### config.mk
export PLATFORM = sky130hd
export DESIGN_NAME = rst_seq_ctrl
export DESIGN_NICKNAME = d
export VERILOG_FILES = /design/src/rtl/rst_seq_ctrl.sv
export SDC_FILE = /design/constraint.sdc
export NUM_CORES = 1
export LEC_CHECK = 0
export BUFFER_PORTS_ARGS = -buffer_cell sky130_fd_sc_hd__buf_2
export CORE_MARGIN = 3
export CORE_UTILIZATION = 55
export CTS_BUF_LIST = sky130_fd_sc_hd__clkbuf_8
export DETAILED_ROUTE_END_ITERATION = 16
export PLACE_DENSITY_LB_ADDON = 0.05
export SETUP_SLACK_MARGIN = 0.15
export SYNTH_ARGS = -nofsm -noshare
export SYNTH_HDL_FRONTEND = slang
export SYNTH_SLANG_ARGS = --single-unit
### constraint.sdc
create_clock -name clk -period 1.91 [get_ports clk]
set_clock_uncertainty 0.1 [all_clocks]
set_input_delay 0.191 -clock clk [delete_from_list [all_inputs] [get_ports clk]]
set_output_delay 0.191 -clock clk [all_outputs]
set_load 0.01 [all_outputs]
### src/rtl/rst_seq_ctrl.sv
// rst_seq_ctrl: board reset to per-domain synchronous resets.
// All domain resets assert together and release one at a time in ascending
// order with a fixed gap; a software reset can be requested with a 4-phase
// req/ack handshake once the release sequence has completed.
module rst_seq_ctrl #(
  parameter int N_DOM       = 4,
  parameter int SYNC_STAGES = 2,
  parameter int STAGE_DELAY = 16,
  parameter int HOLD_CYCLES = 8
) (
  input  logic             clk,
  input  logic             rst,
  input  logic             sw_req_i,
  output logic             sw_ack_o,
  output logic [N_DOM-1:0] rst_o,
  output logic             rst_done_o,
  output logic             busy_o
);

  localparam int CNT_MAX_I = (STAGE_DELAY > HOLD_CYCLES) ? STAGE_DELAY : HOLD_CYCLES;
  localparam int CW        = $clog2(CNT_MAX_I) + 1;
  localparam int DW        = $clog2(N_DOM) + 1;
  localparam int SW        = SYNC_STAGES - 1;

  localparam logic [CW-1:0] CNT_MAX   = CW'(CNT_MAX_I);
  localparam logic [CW-1:0] STAGE_END = CW'(STAGE_DELAY - 1);
  localparam logic [CW-1:0] HOLD_END  = CW'(HOLD_CYCLES - 1);
  localparam logic [DW-1:0] DOM_LAST  = DW'(N_DOM - 1);

  typedef enum logic [2:0] {
    S_RESET,
    S_RELEASE,
    S_DONE,
    S_HOLD,
    S_ACK
  } state_t;

  state_t        state;
  logic [SW-1:0] sync_q;
  logic [CW-1:0] cnt;
  logic [DW-1:0] dom;
  logic          rst_released;

  // The FSM's RESET state acts as the last synchroniser stage, so only
  // SYNC_STAGES-1 flops are needed here to exit RESET on edge SYNC_STAGES.
  assign rst_released = sync_q[SW-1];

  // Deassertion synchroniser: clears asynchronously, fills with ones on clk.
  always_ff @(posedge clk or posedge rst) begin
    if (rst) begin
      sync_q <= '0;
    end else begin
      sync_q <= (sync_q << 1) | SW'(1);
    end
  end

  // Sequencer FSM; every output is registered here so nothing can glitch.
  always_ff @(posedge clk or posedge rst) begin
    if (rst) begin
      state      <= S_RESET;
      cnt        <= '0;
      dom        <= '0;
      rst_o      <= '1;
      sw_ack_o   <= 1'b0;
      rst_done_o <= 1'b0;
      busy_o     <= 1'b1;
    end else begin
      case (state)
        S_RESET: begin
          cnt <= '0;
          dom <= '0;
          if (rst_released) begin
            state <= S_RELEASE;
          end
        end

        S_RELEASE: begin
          sw_ack_o <= 1'b0;
          if (cnt == STAGE_END) begin
            cnt <= '0;
            for (int i = 0; i < N_DOM; i++) begin
              if (dom == DW'(i)) begin
                rst_o[i] <= 1'b0;
              end
            end
            if (dom == DOM_LAST) begin
              state      <= S_DONE;
              rst_done_o <= 1'b1;
              busy_o     <= 1'b0;
            end else begin
              dom <= dom + 1'b1;
            end
          end else begin
            cnt <= (cnt == CNT_MAX) ? cnt : cnt + 1'b1;
          end
        end

        S_DONE: begin
          cnt <= '0;
          dom <= '0;
          if (sw_req_i) begin
            state      <= S_HOLD;
            rst_o      <= '1;
            rst_done_o <= 1'b0;
            busy_o     <= 1'b1;
          end
        end

        S_HOLD: begin
          if (cnt == HOLD_END) begin
            cnt      <= '0;
            dom      <= '0;
            sw_ack_o <= 1'b1;
            // A request already withdrawn still gets its one-cycle ack,
            // and release starts counting from this same edge.
            state    <= sw_req_i ? S_ACK : S_RELEASE;
          end else begin
            cnt <= (cnt == CNT_MAX) ? cnt : cnt + 1'b1;
          end
        end

        S_ACK: begin
          cnt <= '0;
          dom <= '0;
          if (!sw_req_i) begin
            sw_ack_o <= 1'b0;
            state    <= S_RELEASE;
          end
        end

        default: begin
          state <= S_RESET;
        end
      endcase
    end
  end

endmodule

# == Word-level counts from Yosys, hierarchy flattened ==
# Cells that the tools add are included.
# totals
register_bits,19
input_bits,3
output_inout_bits,7
word_cells,79
# op_classes
n_addsub,2
n_eq_ne,20
mux,33
n_reduce_logical,13
# ops
operator,count
$mux W3,10
$ne A2 B2 Y1 const B,10
$reduce_and A4 Y1,5
$mux W5,3
$pmux W3 S5,1
$pmux W5 S3,1
$eq A3 B2 Y1 const B,4
$mux W1,11
$pmux W3 S3,1
$mux W4,2
$pmux W4 S2,1
$eq A3 B1 Y1 const B,2
$logic_not A3 Y1,2
$reduce_and A6 Y1,1
$reduce_bool A3 Y1,2
$add A5 B1 Y5 const B,1
$eq A5 B3 Y1 const B,1
$eq A5 B4 Y1 const B,1
$eq A5 B5 Y1 const B,1
$pmux W1 S2,2
$add A3 B1 Y3 const B,1
$eq A3 B3 Y1 const B,1
$pmux W1 S3,1
$reduce_and A3 Y1,1
2 further kinds,2

# == Longest topological paths before layout ==
# Gate-level depths: netlist (run 1).
# depth
ltp_word,4
mapped_depth,7

# == Least setup slack after synthesis (run 1) ==
# No wires, ideal clock.
# synth_path
path_type,register to register
start,register cnt[0]
end,register dom[0]
setup_ns,0.125
arrival_ns,1.848
required_time_ns,1.685
path_slack_ns,-0.163
path_stages_with_launch,8
n_path_buf,0
synth_period_minus_slack_ns,2.073
cell_sequence,dfrtp_1 ha_1 and3_1 ha_1 or4b_1 o21ai_2 a31oi_4 mux2_4
# synth_via
elab_chain_len,3
elab_cells_between_ends,5
classes_between,eq/ne: 4; reduce/logical: 1
# synth_lines
item,line,rtl
from (decl),40,logic [CW-1:0] cnt;
from (signal assigned),94,cnt <= (cnt == CNT_MAX) ? cnt : cnt + 1'b1;
from (signal assigned),118,cnt <= (cnt == CNT_MAX) ? cnt : cnt + 1'b1;
$eq A5 B3 Y1 / $eq A5 B4 Y1 (equally long branches),"110, 79",
$ne A2 B2 Y1 (no line),--,
$reduce_and A4 Y1 (no line) (*),--,
to (signal assigned),91,dom <= dom + 1'b1;
to (decl),41,logic [DW-1:0] dom;
# Every way passes the cells marked *; elsewhere a longest branch is shown, timed or not.
# A chain may end at the register's enable or synchronous reset.

# == Final worst setup path (run 1) ==
# Same ends and word-level chain as after synthesis.

==> results.md, run 1 <==
### CTS
• clock buffers created by TritonCTS: 3
• H-Tree Level Count: 1
• root buffer selected by CTS: clkbuf_8
• insertion delay of the later-clocked pin in the worst-skew pair: 260 ps
• worst-case clock buffer depth: 2
• sinks on the clock net: 18
• CTS tree: built
• clock slew at reported path FFs: 70 ps

### Pwr
• worst vdd rail ir drop: 1.03 mV
• clock network fraction of design power: 0.127
• fraction of power spent switching nets: 0.404
• switching pwr: 874 uW
• portion of total power attributed to sequential cells: 0.287
• Leakage: 0.689 nW
• power density normalized to cell area: 1510 mW/mm^2
• Comb pwr share: 0.586
• cell internal power dissipation: 1.29 mW

### Timing
• RSZ-0062 raised after global routing: yes
• final critical-path required period: 2010 ps
• final slew viol count: 0
• hold violation count in the final report: 0
• worst rel slew slack: 0.549
• Worst Max-Slew Pin Slew: 675 ps
• Peak Freq: 0.497 GHz
• number of endpoints failing setup at the final stage: 7
• final worst-path cycle share: 1.05
• PnR worst setup slack: -100 ps

### Placed design
• placer congestion estimate: 0.827
• Post-Place Worst Slack: -81.1 ps
• Post-Place Cell Area: 0.00130 sq mm
• buffers added on ports: 9
• Detail Placement HPWL: 1700 microns

### Synthesis
• post-synthesis sequential element count: 18
• most common cell in the netlist: dfrtp_1
• Async SR Flop Fraction: 1.00
• main flop type after synthesis: dfrtp_1
• Ys Warns: 0
• post-synthesis cell type count: 37
• number of enable flip-flop cells after synthesis: 0
• post-synthesis instance area: 0.00113 sq mm
• share of the synthesized area in the top cell type: 0.311
• leading cell types by total area after synthesis: dfrtp_1 (31%), dfstp_2 (9.3%), ha_1 (8.9%)
• Post-Syn Area per Cell: 9.55 sq um
• sequential-to-total area share from yosys stat: 0.404
• cell taking the most area after synthesis: dfrtp_1
• post-synthesis net count: 129
• leading post-synthesis cells by instance count: dfrtp_1 (14), inv_1 (13), a21oi_1 (10), nor2_1 (9), ha_1 (8)
• instance count of the mapped netlist: 118

### Global routing
• fraction of met2 tracks used by global routing: 0.330
• wire length of the first global-routing pass: 3970 microns
• total routing resource utilization after global routing: 0.207
• most utilized layer in the global route result: met2
• initial antenna violation count: 0
• met3 routing resource usage after global routing: 0.0525
• via count of the first global-routing pass: 928
• residual overflow from global routing: 0
• met1 Track Usage GR: 0.253
• largest net degree at the start of global routing: 19

### Hold path
• HP Class: input port to register
• Min-Delay Startpoint: sw_req_i
• number of cells traversed by the worst hold path: 2

### Detailed routing
• DR WL/cell: 14.6 microns
• DRC violation count after routing: 0
• aggregate routed wire length: 2480 microns
• total iterations of the first detailed-routing run: 4
• iteration-0 DRC count of the detailed router: 13
• Routed Antenna Nets: 0
• routed via count divided by cell count: 5.65
• detailed-route via count: 960

### Worst setup path
• FF-to-FF Start: cnt[0]
• Critical Path Sink Type: register
• Required @ worst endpoint: 1950 ps
• start point of the critical path: cnt[0]
• reg2reg path depth: 7
• type of origin of the critical path: register
• crit path DAT: 2050 ps
• Max Fanout on Critical Path: 3
• type of the setup path with the least slack: register to register

### Finish
• utilization after layout: 0.788
• Layout Nets: 157
• Syn-to-layout area delta: 27.3%
• fill cell total of the finished layout: 121
• fin area: 0.00144 sq mm
• antenna diode count: 0
• share of cells above drive strength 1: 0.366

### Job
• Max-Cap Viols: 0

### Run status
• outcome: complete, but fails checks
• violated checks: negative setup slack

### Floorplan
• die span in x: 51.3 microns
• die outline height: 51.3 microns
• Initial Utilization: 0.619
• floorplan row count: 15
• DIE AREA: 0.00263 sq mm
• Top Ports: 10
• core box area: 0.00182 sq mm

per-stage QoR:
stage / instances / setup TNS (ps) / hold WS, ps / total power [mW]
final: 170 / -319 / 115 / 2.16
after global routing: 170 / -874 / 111 / 2.34
after CTS: 167 / -228 / 107 / 2.05
after detailed placement: 161 / -281 / 224 / 1.73
after global placement: 161 / -46.5 / 215 / 1.69
after floorplan: 118 / -232 / 26.7 / 1.37
placed cells by master (no fill, tap or decap), types with 4 or more instances in the layout:
cell	count
nand2_1	7
inv_1	14
ha_1	6
buf_2	9
nand3_1	4
a21oi_1	7
dfstp_2	4
nand2b_1	4
nor2_1	9
dfrtp_1	14
buf_4	16
metal layers:
layer,share of wire,wire length (microns)
met1,0.46,1150
met2,0.44,1100
met3,0.057,141
met4,0.036,90
met5,0,0
logic make-up (layout without fill, tap and decap cells):
| logic type | count (synthesis) | count (layout) | synth area share |
|---|---|---|---|
| other | 1 | 1 | 0.00333 |
| flip-flops | 18 | 18 | 0.404 |
| adder cells (fa/ha/maj) | 8 | 8 | 0.0888 |
| AND/OR/NAND/NOR | 36 | 36 | 0.179 |
| XOR/XNOR | 1 | 1 | 0.00777 |
| buffers and inverters | 18 | 45 | 0.0677 |
| AO/OA/AOI/OAI | 32 | 32 | 0.205 |
| multiplexers | 4 | 4 | 0.0444 |
flip-flops by register name (all words and copies together) (netlist names):
register      flops
rst_done_o        1
sw_ack_o          1
dom               3
cnt               5
rst_released      1
state             3
rst_o             4
layout make-up:
class	count	area, sq um	share of cell area
sequential	18	455	0.317
tap	25	31.3	0.0218
clock inverter	1	3.75	0.00262
clock buffer	3	41.3	0.0288
multi-input combinational	82	657	0.458
timing repair buffer	28	198	0.138
inverter	13	48.8	0.0340
final timing paths:
path	to	slack (ps)
worst max-delay path	dom[0]	-100
worst min-delay path	state[2]	120
worst max register to register	dom[0]	-100
worst min register to register	rst_o[3]	360
max in group asynchronous	dom[1]	800
min in group asynchronous	cnt[3]	470
power by group through the flow:
stage / clock network (mW) / logic [mW] / registers (mW)
final: 0.274 / 1.27 / 0.622
after global routing: 0.299 / 1.41 / 0.634
after CTS: 0.280 / 1.15 / 0.618
after detailed placement: 0 / 1.11 / 0.623
after global placement: 0 / 1.07 / 0.620
after floorplan: 0 / 0.720 / 0.653
repair_timing:
item,in CTS,in global routing
hold buffers,1,0
pin swaps,1,2
setup endpoints to repair,8,10
cloned,0,0
resized for setup,3,14
setup buffers,1,3
hold endpoints to repair,14,0
worst max-delay path: stages (launching register included):
cell and delay [ps]:
dfrtp_1 360, ha_2 190, and3_4 190, ha_4 130, or4b_4 470, o21ai_4 90
a31oi_4 60, mux2_4 310
Note: power is estimated with default switching activity, not from simulation.
==> run 2, diff against run 1 <==
- SETUP_SLACK_MARGIN: 0.15 -> unset
==> run 2 against run 1 <==
Net effect: the run still ends with negative setup slack left; via count shrank 0.83%; sequential share of layout area grew 0.59 points; fmax shrank 0.37%; register-to-register slack is essentially flat; first-iteration DRC count grew 100%; highest routed layer unchanged; combinational power shrank 6%; cell count is the same; clock power grew 13%; critical endpoint is now dom[2]; critical path depth is the same.
==> results.md, run 2 (same netlist as run 1, synthesis figures left out) <==
### Global routing
• fraction of met2 tracks used by global routing: 0.330
• most utilized layer in the global route result: met2
• wire length of the first global-routing pass: 3990 microns
• met3 routing resource usage after global routing: 0.0350
• via count of the first global-routing pass: 904
• total routing resource utilization after global routing: 0.205
• met1 Track Usage GR: 0.270
• initial antenna violation count: 0
• residual overflow from global routing: 0
• largest net degree at the start of global routing: 19

### Finish
• Layout Nets: 157
• registers with the most flip-flops: cnt (5), rst_o (4)
• fin area: 0.00141 sq mm
• most frequent standard cell in the layout excluding fill and tap cells: buf_4
• commonest non-fill, non-tap cells in the layout: buf_4 (18), dfrtp_1 (14), inv_1 (13)
• fill cell total of the finished layout: 129
• antenna diode count: 0
• flip-flop count of the largest register, all copies and words added: 5
• area of combinational cells with multiple inputs: 628 sq um
• FF/Latch Area: 455 sq um
• share of cells above drive strength 1: 0.324
• Biggest register: cnt
• Syn-to-layout area delta: 25.0%

### Worst setup path
• FF-to-FF Start: cnt[0]
• Required @ worst endpoint: 1950 ps
• number of cells on the critical path: 7
• buffers and inverters on the worst path: 0
• master of the slowest instance on the critical path: or4b_4
• type of origin of the critical path: register
• type of the setup path with the least slack: register to register
• reg-to-reg slack, setup: -110 ps
• crit-path max cell delay: 470 ps
• reg2reg path depth: 7
• kind of cell adding the most delay to the critical path: simple AND/OR/NAND/NOR gates
• Critical Path Sink Type: register
• crit path DAT: 2060 ps
• worst-path cell chain: ha_2, and3_4, ha_4, or4b_4, o21ai_4, a31oi_4, mux2_4
• Max Fanout on Critical Path: 3
• capturing point of the worst reg2reg path: dom[2]

### Floorplan
• core box area: 0.00182 sq mm
• die outline height: 51.3 microns
• Initial Utilization: 0.619
• floorplan row count: 15
• die span in x: 51.3 microns
• DIE AREA: 0.00263 sq mm
• Top Ports: 10

### Pwr
• total design power: 2.13 mW
• Leakage: 0.683 nW
• power density normalized to cell area: 1510 mW/mm^2
• worst vdd rail ir drop: 0.979 mV

### Timing
• final critical-path required period: 2020 ps
• final worst-path cycle share: 1.06
• Worst Max-Slew Pin Slew: 693 ps
• RSZ-0062 raised after global routing: yes
• PnR worst setup slack: -108 ps
• setup total negative slack: -409 ps
• final slew viol count: 0
• hold violation count in the final report: 0
• number of endpoints failing setup at the final stage: 5
• worst rel slew slack: 0.537
• Peak Freq: 0.496 GHz

### CTS
• sinks on the clock net: 18
• insertion delay of the later-clocked pin in the worst-skew pair: 250 ps
• clock slew at reported path FFs: 70 ps
• H-Tree Level Count: 1
• root buffer selected by CTS: clkbuf_8
• clock buffers created by TritonCTS: 3
• worst-case clock buffer depth: 2
• CTS tree: built

### Placed design
• Post-Place Worst Slack: -84.0 ps
• placer congestion estimate: 0.814
• buffers added on ports: 9
• Detail Placement HPWL: 1750 microns
• Post-Place Cell Area: 0.00131 sq mm

### Detailed routing
• detailed-route via count: 952
• DRC violation count after routing: 0
• DR WL/cell: 14.5 microns
• Routed Antenna Nets: 0
• total iterations of the first detailed-routing run: 4
• routed via count divided by cell count: 5.60
• iteration-0 DRC count of the detailed router: 26
• aggregate routed wire length: 2470 microns

### Hold path
• Min-Delay Startpoint: sw_req_i
• HP Class: input port to register
• worst min-delay path endpoint: state[2]
• number of cells traversed by the worst hold path: 2

### Job
• Max-Cap Viols: 0

### Run status
• violated checks: negative setup slack
• outcome: complete, but fails checks

==> run 2: per-stage QoR <==
step | std cells | utilization | hold slack, ps
final | 170 | 0.774 | 130
after global routing | 170 | 0.774 | 144
after CTS | 168 | 0.759 | 127
after detailed placement | 162 | 0.719 | 235
after global placement | 162 | 0.719 | 223
after floorplan | 118 | - | 26.7
==> run 2: timing repair <==
| item | CTS | global route |
|---|---|---|
| pin swaps | 1 | 3 |
| endpoints found under the setup margin | 5 | 6 |
| hold endpoints to repair | 14 | 0 |
| setup buffers | 1 | 2 |
| hold buffers | 1 | 0 |
| resized for setup | 0 | 4 |
==> run 2: power by group <==
group / internal (mW) / leakage, nW / total [mW] / switching [mW]
clock: 0.183 / 0.0288 / 0.310 / 0.127
combinational: 0.586 / 0.438 / 1.19 / 0.605
sequential: 0.528 / 0.216 / 0.632 / 0.104
==> run 2: layer usage <==
| metal | vias to the layer above | wire (microns) |
|---|---|---|
| met4 | 0 | 27 |
| met2 | 25 | 1130 |
| met3 | 4 | 102 |
| li1 | 460 | - |
| met5 | - | 0 |
| met1 | 463 | 1210 |
==> run 2: cell type report <==
cell class                 instances  share of cell area
multi-input combinational         82               0.446
sequential                        18               0.323
timing repair buffer              28               0.135
clock buffer                       4              0.0391
inverter                          13              0.0346
tap                               25              0.0222
==> run 2: how the worst max path moves through the flow <==
stage	from	to	slack, ps
2_1_floorplan	cnt[0]	dom[0]	-120
3_5_place_dp	cnt[1]	dom[0]	-80
6_report	cnt[0]	dom[2]	-110
5_1_grt	cnt[0]	dom[0]	-160
4_1_cts	cnt[1]	dom[0]	-70
3_3_place_gp	cnt[1]	dom[0]	-40
==> run 2: worst register-to-register path, cell delays in order (launching register included) <==
cell	delay, ps
dfrtp_1	360
ha_2	190
and3_4	190
ha_4	130
or4b_4	470
o21ai_4	90
a31oi_4	60
mux2_4	310
==> run 3, diff against run 2 <==
- ABC_AREA: unset -> 1
==> run 3 against run 2 <==
Net effect: the run now ends clean; die area rose by 0.68%; highest routed layer unchanged; synthesized cell count increased by 22%; utilization decreased by 9.4 points.
==> results.md, run 3 <==
### Detailed routing
• DR WL/cell: 11.1 microns
• detailed-route via count: 908
• WL met2: 875 microns
• total iterations of the first detailed-routing run: 4
• Routed Antenna Nets: 0
• top sig layer: met4
• amount of wire on met3 after detailed routing: 105 microns
• routed via count divided by cell count: 5.04
• iteration-0 DRC count of the detailed router: 14
• met1 wire length: 1010 microns
• DRC violation count after routing: 0
• aggregate routed wire length: 2000 microns

### Finish
• share of cells above drive strength 1: 0.206
• antenna diode count: 0
• commonest non-fill, non-tap cells in the layout: nand2_1 (30), inv_1 (20), nor2_1 (17)
• final standard cell count with taps included and fillers excluded: 180
• Layout Nets: 167
• registers with the most flip-flops: cnt (5), rst_o (4)
• Biggest register: cnt
• flip-flop count of the largest register, all copies and words added: 5
• most frequent standard cell in the layout excluding fill and tap cells: nand2_1
• utilization after layout: 0.680
• Syn-to-layout area delta: 10.0%

### Timing
• final slew viol count: 0
• setup total negative slack: 0 ps
• Worst Max-Slew Pin Slew: 643 ps
• Peak Freq: 0.584 GHz
• number of endpoints failing setup at the final stage: 0
• RSZ-0062 raised after global routing: no
• final critical-path required period: 1710 ps
• final worst-path cycle share: 0.897
• worst rel slew slack: 0.571
• hold violation count in the final report: 0
• tightest hold margin: 133 ps

### Worst setup path
• type of the setup path with the least slack: register to register
• type of origin of the critical path: register
• crit path DAT: 1800 ps
• master of the slowest instance on the critical path: dfrtp_1
• start point of the critical path: cnt[0]
• buffers and inverters on the worst path: 1
• CP most frequent cell: nand2_1
• Critical Path Sink Type: register
• Required @ worst endpoint: 2000 ps
• kind of cell adding the most delay to the critical path: simple AND/OR/NAND/NOR gates
• FF-to-FF Start: cnt[0]
• crit-path max cell delay: 410 ps
• worst-path cell chain: ha_1, nand2_1, nor2_1, ha_1, inv_1, nand3_2, nand2_2, nor2_1, nand2_1, nand2_1, nand2_1
• Max Fanout on Critical Path: 5

### Synthesis
• most common cell in the netlist: nand2_1
• Async SR Flop Fraction: 1.00
• post-synthesis instance area: 0.00114 sq mm
• instance count of the mapped netlist: 144
• leading cell types by total area after synthesis: dfrtp_1 (31%), nand2_1 (9.9%), dfstp_2 (9.3%)
• cell taking the most area after synthesis: dfrtp_1
• main flop type after synthesis: dfrtp_1
• post-synthesis sequential element count: 18
• number of enable flip-flop cells after synthesis: 0
• sequential-to-total area share from yosys stat: 0.401
• post-synthesis cell type count: 24
• share of the synthesized area in the top cell type: 0.308
• Post-Syn Area per Cell: 7.89 sq um
• leading post-synthesis cells by instance count: nand2_1 (30), inv_1 (19), nor2_1 (17), dfrtp_1 (14)
• Ys Warns: 0
• post-synthesis net count: 155

### Hold path
• Min-Delay Startpoint: sw_req_i
• HP Class: input port to register

### Global routing
• initial antenna violation count: 0
• largest net degree at the start of global routing: 19
• via count of the first global-routing pass: 827
• wire length of the first global-routing pass: 3500 microns
• residual overflow from global routing: 0
• total routing resource utilization after global routing: 0.177

### Floorplan
• die span in x: 51.5 microns
• DIE AREA: 0.00265 sq mm
• Initial Utilization: 0.618
• core box area: 0.00184 sq mm
• die outline height: 51.5 microns
• Top Ports: 10
• floorplan row count: 15

### CTS
• worst-case clock buffer depth: 2
• H-Tree Level Count: 1
• clock buffers created by TritonCTS: 3
• sinks on the clock net: 18
• clock slew at reported path FFs: 70 ps
• root buffer selected by CTS: clkbuf_8
• CTS tree: built
• insertion delay of the later-clocked pin in the worst-skew pair: 250 ps

### Pwr
• Leakage: 0.653 nW
• worst vdd rail ir drop: 1.12 mV
• power density normalized to cell area: 1660 mW/mm^2

### Placed design
• Detail Placement HPWL: 1580 microns
• post-placement cell count: 175
• buffers added on ports: 9
• placer congestion estimate: 0.867

### Run status
• outcome: finished clean

### Job
• Max-Cap Viols: 0

-- run 3: cell types whose count changed in the layout (fill, tap and decap cells not counted), sizes merged, moves of 5 or more --
cell,change
buf,-18
nor2,+12
o21ai,+5
nand3,+5
nand2,+29
a21oi,-6
inv,+10
-- run 3: final cells by class --
type / count / area, sq um
clock buffers: 3 / 41.3
multi-input cells: 101 / 581
inverters: 22 / 82.6
clock inverters: 1 / 3.75
flip-flops and latches: 18 / 455
repair buffers: 10 / 55.1
well taps: 25 / 31.3
fillers: 180 / 589
-- run 3: worst paths after layout --
kind | to | slack (ps) | cells past startpoint
max | rst_o[3] | 200 | 11
min reg2reg | rst_o[3] | 370 | 2
max in group asynchronous | cnt[1] | 830 | 3
min | state[2] | 130 | 3
min in group asynchronous | cnt[3] | 470 | 3
max reg2reg | rst_o[3] | 200 | 11
-- run 3: through the flow --
stage / setup slack (ps) / total power [mW] / cell area (sq um)
2_1_floorplan: 304 / 1.57 / 1140
4_1_cts: 167 / 2.07 / 1240
5_1_grt: 30.5 / 2.29 / 1250
3_3_place_gp: 235 / 1.77 / 1190
6_report: 197 / 2.08 / 1250
3_5_place_dp: 188 / 1.80 / 1190
-- run 3: report_power, final --
group,leakage [nW],total [mW],internal (mW),switching (mW)
combinational,0.401,1.12,0.398,0.719
sequential,0.225,0.706,0.560,0.146
clock,0.0269,0.257,0.142,0.115
total,0.653,2.08,1.10,0.979
-- run 3: worst register-to-register path, delay by kind of cell (launching register included) --
kind	cells	cell delay (ps)
DFF	1	410
and+or+nand+nor	8	640
buffers and inverters	1	70
adders and majority gates	2	430
-- run 3: cells by family after synthesis --
group           Yosys count  share of synthesized area
xor+xnor                  3                     0.0231
flops                    18                      0.401
fa+ha+maj                 8                     0.0881
simple gates             72                      0.311
buf+inv                  25                     0.0925
other cells               1                    0.00330
compound gates           17                     0.0815
-- run 3: repair_timing --
| item | in CTS | in global routing |
|---|---|---|
| gates resized for setup | 0 | 1 |
| setup buffers | 0 | 0 |
| hold buffers | 1 | 0 |
| hold endpoints to repair | 14 | 0 |
| setup endpoints to repair | 0 | 1 |
-- run 3: per-layer routing --
metal,vias to the layer above,track usage
met5,-,0
met4,0,0.0262
met3,2,0.0729
met2,19,0.278
met1,413,0.235
li1,474,-
